`src/rtl/fact_pkg.sv`:
```
// Shared types and constants for the memory-mapped factorial accelerator.
package fact_pkg;

    // Core sequencing states: IDLE waits for GO, CALC iterates acc*cnt.
    typedef enum logic {
        IDLE = 1'b0,
        CALC = 1'b1
    } fact_state_t;

    // Word offsets decoded from addr[3:2].
    localparam logic [1:0] OFF_N      = 2'd0;
    localparam logic [1:0] OFF_CTRL   = 2'd1;
    localparam logic [1:0] OFF_RESULT = 2'd2;

    // Largest N whose factorial fits in 32 bits.
    localparam logic [3:0] MAX_N = 4'd12;

    // Bit positions inside the CTRL/STATUS read word.
    localparam int STAT_BUSY = 0;
    localparam int STAT_DONE = 1;
    localparam int STAT_ERR  = 2;

endpackage

```
`src/rtl/fact_core.sv`:
```
// Iterative factorial engine: FSM plus acc/cnt datapath, registered result,
// sticky err and a one-cycle done pulse.
//
// Handshake: start is a single-cycle request; it is accepted only when
// busy is low. Once accepted, further start pulses are ignored until the
// cycle in which done is high, where a new start is accepted again.
module fact_core
    import fact_pkg::*;
(
    input  logic        clk,
    input  logic        rst_n,
    input  logic        start,
    input  logic [3:0]  n,
    output logic        busy,
    output logic        done,
    output logic        err,
    output logic [31:0] result
);

    fact_state_t r_state;
    logic [31:0] r_acc;
    logic [3:0]  r_cnt;
    logic [31:0] r_result;
    logic        r_err;
    logic        r_done;
    // Overflow request seen: complete it (err, result 0) on the next edge.
    logic        r_err_pend;

    // FSM and datapath; all outputs are registered.
    always_ff @(posedge clk) begin
        if (!rst_n) begin
            r_state    <= IDLE;
            r_acc      <= 32'd0;
            r_cnt      <= 4'd0;
            r_result   <= 32'd0;
            r_err      <= 1'b0;
            r_done     <= 1'b0;
            r_err_pend <= 1'b0;
        end else begin
            r_done <= 1'b0;
            case (r_state)
                IDLE: begin
                    if (start) begin
                        r_err      <= 1'b0;
                        r_err_pend <= 1'b0;
                        if (n <= MAX_N) begin
                            r_state <= CALC;
                            r_acc   <= 32'd1;
                            r_cnt   <= n;
                        end else begin
                            r_err_pend <= 1'b1;
                        end
                    end else if (r_err_pend) begin
                        r_err_pend <= 1'b0;
                        r_result   <= 32'd0;
                        r_err      <= 1'b1;
                        r_done     <= 1'b1;
                    end
                end
                CALC: begin
                    if (r_cnt > 4'd1) begin
                        r_acc <= r_acc * {28'd0, r_cnt};
                        r_cnt <= r_cnt - 4'd1;
                    end else begin
                        r_result <= r_acc;
                        r_done   <= 1'b1;
                        r_state  <= IDLE;
                    end
                end
                default: r_state <= IDLE;
            endcase
        end
    end

    assign busy   = (r_state == CALC);
    assign done   = r_done;
    assign err    = r_err;
    assign result = r_result;

endmodule

```
`src/rtl/fact_mmio_unit.sv`:
```
// Bus-facing wrapper: address decode, N register, done_flag and read mux
// around the factorial core.
module fact_mmio_unit
    import fact_pkg::*;
#(
    parameter logic [31:0] BASE_ADDR = 32'h0003_0000
)(
    input  logic        clk,
    input  logic        rst_n,
    input  logic [31:0] addr,
    input  logic        we,
    input  logic [31:0] wd,
    output logic [31:0] rd,
    output logic        done
);

    logic [3:0]  r_n;
    logic        r_done_flag;

    logic        w_sel;
    logic [1:0]  w_off;
    logic        w_go;
    logic        w_go_acc;
    logic        w_n_wr;
    logic        w_busy;
    logic        w_done;
    logic        w_err;
    logic        w_flag;
    logic [31:0] w_result;
    logic [2:0]  w_status;
    logic        w_unused;

    assign w_sel    = (addr[31:16] == BASE_ADDR[31:16]);
    assign w_off    = addr[3:2];
    assign w_go     = w_sel && we && (w_off == OFF_CTRL);
    assign w_go_acc = w_go && !w_busy;
    assign w_n_wr   = w_sel && we && (w_off == OFF_N) && !w_busy;
    // Address/data bits that carry no meaning for this block.
    assign w_unused = ^{addr[15:4], addr[1:0], wd[31:4]};

    fact_core u_core (
        .clk    (clk),
        .rst_n  (rst_n),
        .start  (w_go),
        .n      (r_n),
        .busy   (w_busy),
        .done   (w_done),
        .err    (w_err),
        .result (w_result)
    );

    // Operand register; frozen while a computation runs.
    always_ff @(posedge clk) begin
        if (!rst_n) begin
            r_n <= 4'd0;
        end else if (w_n_wr) begin
            r_n <= wd[3:0];
        end
    end

    // Sticky completion flag, cleared by an accepted GO.
    always_ff @(posedge clk) begin
        if (!rst_n) begin
            r_done_flag <= 1'b0;
        end else if (w_go_acc) begin
            r_done_flag <= 1'b0;
        end else if (w_done) begin
            r_done_flag <= 1'b1;
        end
    end

    // The pulse cycle itself already reports done_flag=1.
    assign w_flag = r_done_flag | w_done;

    // Status word assembly.
    always_comb begin
        w_status            = 3'd0;
        w_status[STAT_BUSY] = w_busy;
        w_status[STAT_DONE] = w_flag;
        w_status[STAT_ERR]  = w_err;
    end

    // Zero-latency read mux; unselected or unmapped reads return 0.
    always_comb begin
        rd = 32'd0;
        if (w_sel) begin
            case (w_off)
                OFF_N:      rd = {28'd0, r_n};
                OFF_CTRL:   rd = {29'd0, w_status};
                OFF_RESULT: rd = w_result;
                default:    rd = 32'd0;
            endcase
        end
    end

    assign done = w_done;

endmodule

```
`config.mk`:
```
export PLATFORM = sky130hd
export DESIGN_NAME = fact_mmio_unit
export DESIGN_NICKNAME = d
export VERILOG_FILES = /design/src/rtl/fact_pkg.sv /design/src/rtl/fact_core.sv /design/src/rtl/fact_mmio_unit.sv
export SDC_FILE = /design/constraint.sdc
export NUM_CORES = 1
export LEC_CHECK = 0
export CAP_MARGIN = 20
export CELL_PAD_IN_SITES_DETAIL_PLACEMENT = 1
export CELL_PAD_IN_SITES_GLOBAL_PLACEMENT = 2
export CORE_ASPECT_RATIO = 0.5
export CORE_MARGIN = 2
export CORE_UTILIZATION = 30
export DETAILED_ROUTE_END_ITERATION = 6
export GPL_ROUTABILITY_DRIVEN = 1
export GPL_TIMING_DRIVEN = 0
export PLACE_DENSITY = 0.87
export SLEW_MARGIN = 20
export SYNTH_ARGS = -nofsm -noshare
export SYNTH_HDL_FRONTEND = slang
export SYNTH_SLANG_ARGS = --single-unit
```
`constraint.sdc`:
```
create_clock -name clk -period 3.85 [get_ports clk]
set_input_delay 0.5775 -clock clk [delete_from_list [all_inputs] [get_ports clk]]
set_output_delay 0.5775 -clock clk [all_outputs]
set_load 0.03 [all_outputs]
```
# Word-level counts from Yosys, hierarchy flattened
# Cells that the tools add are included.
[op_classes]
reduce_logical = 12
n_eq_ne = 9
mux = 26
n_bitwise = 3
n_addsub = 1
n_mul = 1
magnitude_cmp = 2
[op_table]
columns = ["cell", "count"]
rows = [
  ["2-to-1 mux 32 bit", 7],
  ["one-hot mux 32 bit (2 select lines)", 2],
  ["one-hot mux 32 bit (3 select lines)", 1],
  ["multiplier 32 x 4 -> 32 bit", 1],
  ["== test 16 x 2 -> 1 bit, second input constant", 1],
  ["2-to-1 mux 4 bit", 3],
  ["2-to-1 mux 1 bit", 10],
  ["!= test 2 bit, second input constant", 4],
  ["one-hot mux 4 bit (2 select lines)", 1],
  ["AND reduction 3 bit", 2],
  ["logical AND 1 bit", 5],
  ["greater-than comparator 4 x 1 -> 1 bit, second input constant", 1],
  ["<= comparator 4 bit, second input constant", 1],
  ["!= test 2 x 1 -> 1 bit, second input constant", 2],
  ["one-hot mux 1 bit (2 select lines)", 2],
  ["subtractor 4 x 1 -> 4 bit, second input constant", 1],
  ["== test 2 x 1 -> 1 bit, second input constant", 1],
  ["== test 2 bit, second input constant", 1],
  ["logical NOT 2 bit", 1],
  ["inverter 1 bit", 2],
  ["AND reduction 2 bit", 1],
  ["nonzero test 2 bit", 1],
  ["OR reduction 2 bit", 1],
  ["logical NOT 1 bit", 1],
  ["OR 1 bit", 1],
]
[totals]
reg_bits = 77
inputBits = 67
word_cells = 63
output_inout_bits = 33

# Longest topological paths before layout
[logic_depth]
ltp_word = 5
mapped_depth = 17

# By module
# From an unflattened synthesis, not the netlist that was laid out.
[unflattened]
cells_unflattened = 879
area_unflattened_um2 = 7194.4
[modules_own_cells]
columns = ["module", "cells_each", "n_inst", "area_per_inst_um2", "seq_area_each_um2"]
rows = [
  ["fact_core", 801, 1, 6555.0, 1441.4],
  ["fact_mmio_unit", 78, 1, 639.4, 100.1],
]

# Worst setup path before layout
# No wires, ideal clock.
[synth_path]
path_type = "register to register"
start = "register u_core.r_cnt[2]"
end = "register u_core.r_acc[30]"
t_required_ps = 3771
n_path_buf = 2
setup_time_ps = 79
path_stages_with_launch = 15
arrival_time_ps = 3777
setup_slack_ps = -6
cell_sequence = "dfxtp_1 -> clkbuf_1 -> clkbuf_1 -> nand2_1 -> fa_1 -> fa_1 -> inv_1 -> fa_1 -> a21oi_1 -> o221ai_1 -> a311oi_2 -> o311ai_2 -> o31ai_1 -> o2111ai_1 -> o211ai_1"
[synth_between]
elab_chain_len = 3
word_cells_on_any_way = 6
[synth_lines]
columns = ["element", "line_no", "rtl"]
rows = [
  ["start, declared", "fact_core.sv:22", "logic [3:0] r_cnt;"],
  ["start signal, assigned", "fact_core.sv:49", "r_cnt <= n;"],
  ["start signal, assigned", "fact_core.sv:63", "r_cnt <= r_cnt - 4'd1;"],
  ["multiplier 32 x 4 -> 32 bit / greater-than comparator 4 x 1 -> 1 bit (equally long branches)", "fact_core.sv:62, fact_core.sv:61", ""],
  ["2-to-1 mux 32 bit / != test 2 bit (equally long branches)", "--", ""],
  ["one-hot mux 32 bit (2 select lines) / AND reduction 3 bit (equally long branches)", "--", ""],
  ["end signal, assigned", "fact_core.sv:62", "r_acc <= r_acc * {28'd0, r_cnt};"],
  ["end, declared", "fact_core.sv:21", "logic [31:0] r_acc;"],
]
# Parallel ways exist; a longest one is shown, timed or not. The select of a mux whose other input is x is not followed.
# A chain may end at the register's enable or synchronous reset.

# Final worst setup path
[layout_path]
start = "register u_core.r_cnt[3]"
end = "register u_core.r_acc[31]"
# The elaborated chain is that of the path after synthesis.

==> results.json <==
{
  "numCtsBuffers": 9,
  "finalNonFillerCells": 1264,
  "p_per_area_mw_per_mm2": 195,
  "ys_warn_count": 0,
  "antenna-diode-count": 0,
  "synth_area_per_cell_um2": 8.04,
  "synthTopCellsByArea": "dfxtp_1 (22%), fa_1 (17%), and2_1 (10%)",
  "max_freq_ghz": 0.256,
  "clk_latency_ns": 0.35,
  "synth_seq_area_share_pct": 22.5,
  "placed_area_mm2": 0.00782,
  "final_area_mm2": 0.00895,
  "dr_wl_met3_um": 589,
  "highest_layer": "met4",
  "routabilityCongestion": 0.822,
  "synth.top_cells.by_count": "inv_1 (123), and2_1 (115), nand2_1 (81)",
  "vias": 6177,
  "viasPerCell": 4.89,
  "vdd_drop_max_uv": 170,
  "m1WireLength_mm": 9.86,
  "netlist_area_mm2": 0.00687,
  "rows": 39,
  "initial_utilization_pct": 30.3,
  "p_leak_nw": 3.67,
  "clock-sinks": 77,
  "fin_nets": 1111,
  "drv_slew": 0,
  "hp-class": "reg -> reg",
  "drtPass1Iterations": 4,
  "dieArea_mm2": 0.0242,
  "core_mm2": 0.0226,
  "wl_per_cell_um": 17.1,
  "syn_inst": 854,
  "required_ns": 4.08,
  "grt_pass1_wl_mm": 35.4,
  "synth_top_area_share_pct": 22.5,
  "whs_ns": 0.456,
  "rsz0062_at_grt": "yes",
  "hpwlAfterDp_mm": 16.2,
  "setup_ws_ns": -0.0580,
  "synth_enable_flop_cells": 0,
  "critPathMaxFanout": 7,
  "ios": 100,
  "cts_tree": "done",
  "overflow": 0,
  "grt_pass1_vias": 6694,
  "dp_cells": 1217,
  "max_cap_viol_count": 0,
  "fin_crit_sh_pct": 102,
  "relSlewSlack_pct": 42.1,
  "clk_pin_slew_worst_paths_ns": 0.06,
  "period_minus_slack_ns": 3.91,
  "synthMostInstantiatedCell": "inv_1",
  "path_class": "reg -> reg",
  "syn_nets": 1012,
  "antenna_found_initial": 0,
  "cts_buffer_depth": 2,
  "ys_async_sr_fraction_pct": 0,
  "worstPathArrival_ns": 4.14,
  "drt-initial-drc-count": 237,
  "wl_met2_mm": 10.9,
  "clock_skew_ns": 0.00596,
  "synthDistinctLibCells": 56,
  "clockRootBuffer": "clkbuf_16",
  "endpoint_kind": "register",
  "cts_max_level": 3,
  "die_y_um": 111,
  "drtAntennaViolNets": 0,
  "drive_gt1_share_pct": 15.3,
  "violations": "negative setup slack",
  "start_kind": "register",
  "synth_top_cell_by_area": "dfxtp_1",
  "totalWireLength_mm": 21.6,
  "area_growth_syn_to_layout_pct": 30.4,
  "synth_seq_cells": 77,
  "grt_max_degree": 13,
  "fp.dieW_um": 218,
  "ys.flop_type": "dfxtp_1",
  "hold_viol": 0,
  "status": "complete, but fails checks",
  "drc_errors": 0,
  "worstMarginPinSlew_ns": 0.862,
  "finalSetupViolCount": 2,
  "grt_util_all_layers_pct": 18.4,
  "io_buffers": 56
}
[registers in the layout (all words and copies together), names as in the netlist]
| signal | count |
|---|---|
| u_core.err | 1 |
| u_core.result | 32 |
| r_done_flag | 1 |
| u_core.busy | 1 |
| u_core.r_acc | 32 |
| u_core.r_err_pend | 1 |
| u_core.done | 1 |
| u_core.r_cnt | 4 |
| r_n | 4 |
[routing by layer]
metal,track usage (%),vias to the layer above
met2,32.2,77
li1,-,2950
met3,2.11,20
met1,24.3,3130
met4,3.99,0
met5,0,-
[timing repair]
action / CTS / global route
cloned: 1 / 0
hold buffers: 0 / 0
resized for setup: 103 / 32
setup endpoints to repair: 45 / 22
setup buffers: 16 / 17
pin swaps: 33 / 38
[placed cells by master (no fill, tap or decap), drive strengths merged, types with 4 or more instances in the layout]
cell,instances
a22oi,38
mux2i,9
buf,48
nor2b,9
o21a,4
clkdlybuf4s50,54
a21oi,48
clkbuf,35
ha,34
nand3,15
xnor2,17
dfxtp,77
nand2b,5
nor3,9
inv,123
a31oi,6
o31ai,6
fa,57
o211ai,4
nor4,4
a21o,6
nand2,81
and2,115
o21bai,5
xor2,13
o21ai,26
nor2,74
[cell type report]
class | instances | area, µm²
flip-flops and latches | 77 | 1550
multi-input cells | 614 | 5140
well taps | 307 | 384
plain buffers | 38 | 289
inverters | 123 | 462
fillers | 2686 | 13700
clock inverters | 4 | 47.5
repair buffers | 90 | 827
clock buffers | 11 | 253
[where the power goes]
part / leakage (nW) / internal [W] / switching (W)
clock network: 0.147 / 0.000532 / 0.000357
registers: 0.622 / 0.000794 / 0.000000000206
logic: 2.90 / 0.0000269 / 0.0000320
total: 3.67 / 0.00135 / 0.000389
[critical path: stages (launching register included)]
cell and delay (ns):
dfxtp_4 0.36, clkbuf_16 0.16, clkbuf_16 0.16, and2_4 0.13
fa_1 0.49, inv_2 0.04, fa_1 0.54, inv_2 0.05
ha_4 0.29, nand3_4 0.11, nor2_4 0.15, o211ai_1 0.10
buf_4 0.16, a21oi_4 0.25, o21bai_4 0.13, a2111oi_4 0.43
o21a_1 0.16, o31ai_1 0.07
[cell families (layout without fill, tap and decap cells)]
| family | count (synthesis) | count (layout) | share of synthesized area [%] |
|---|---|---|---|
| adder cells (fa/ha/maj) | 91 | 91 | 22.8 |
| multiplexers | 9 | 9 | 1.31 |
| AND/OR/NAND/NOR | 326 | 326 | 25.2 |
| XOR/XNOR | 30 | 30 | 3.83 |
| buffers and inverters | 163 | 266 | 9.24 |
| flip-flops | 77 | 77 | 22.5 |
| AO/OA/AOI/OAI | 158 | 158 | 15.2 |
[final timing paths]
check        slack, ns  cells past startpoint           endpoint               from
min               0.46                      2  u_core.result[25]  u_core.result[25]
min reg2reg       0.46                      2  u_core.result[25]  u_core.result[25]
max reg2reg      -0.06                     17   u_core.r_acc[31]    u_core.r_cnt[3]
max              -0.06                     17   u_core.r_acc[31]    u_core.r_cnt[3]
[metrics by stage]
step / util (%) / setup WS, ns / TNS, ns / total power, W
2_1_floorplan: - / 0.0576 / 0 / 0.000833
6_report: 39.5 / -0.0580 / -0.0761 / 0.00174
3_5_place_dp: 34.5 / -0.987 / -19.15 / 0.000872
5_1_grt: 39.5 / -0.211 / -0.918 / 0.00180
3_3_place_gp: 34.5 / -0.886 / -29.04 / 0.000870
4_1_cts: 38.6 / -0.00519 / -0.00519 / 0.00176
Power figures use the tool's default switching activity.
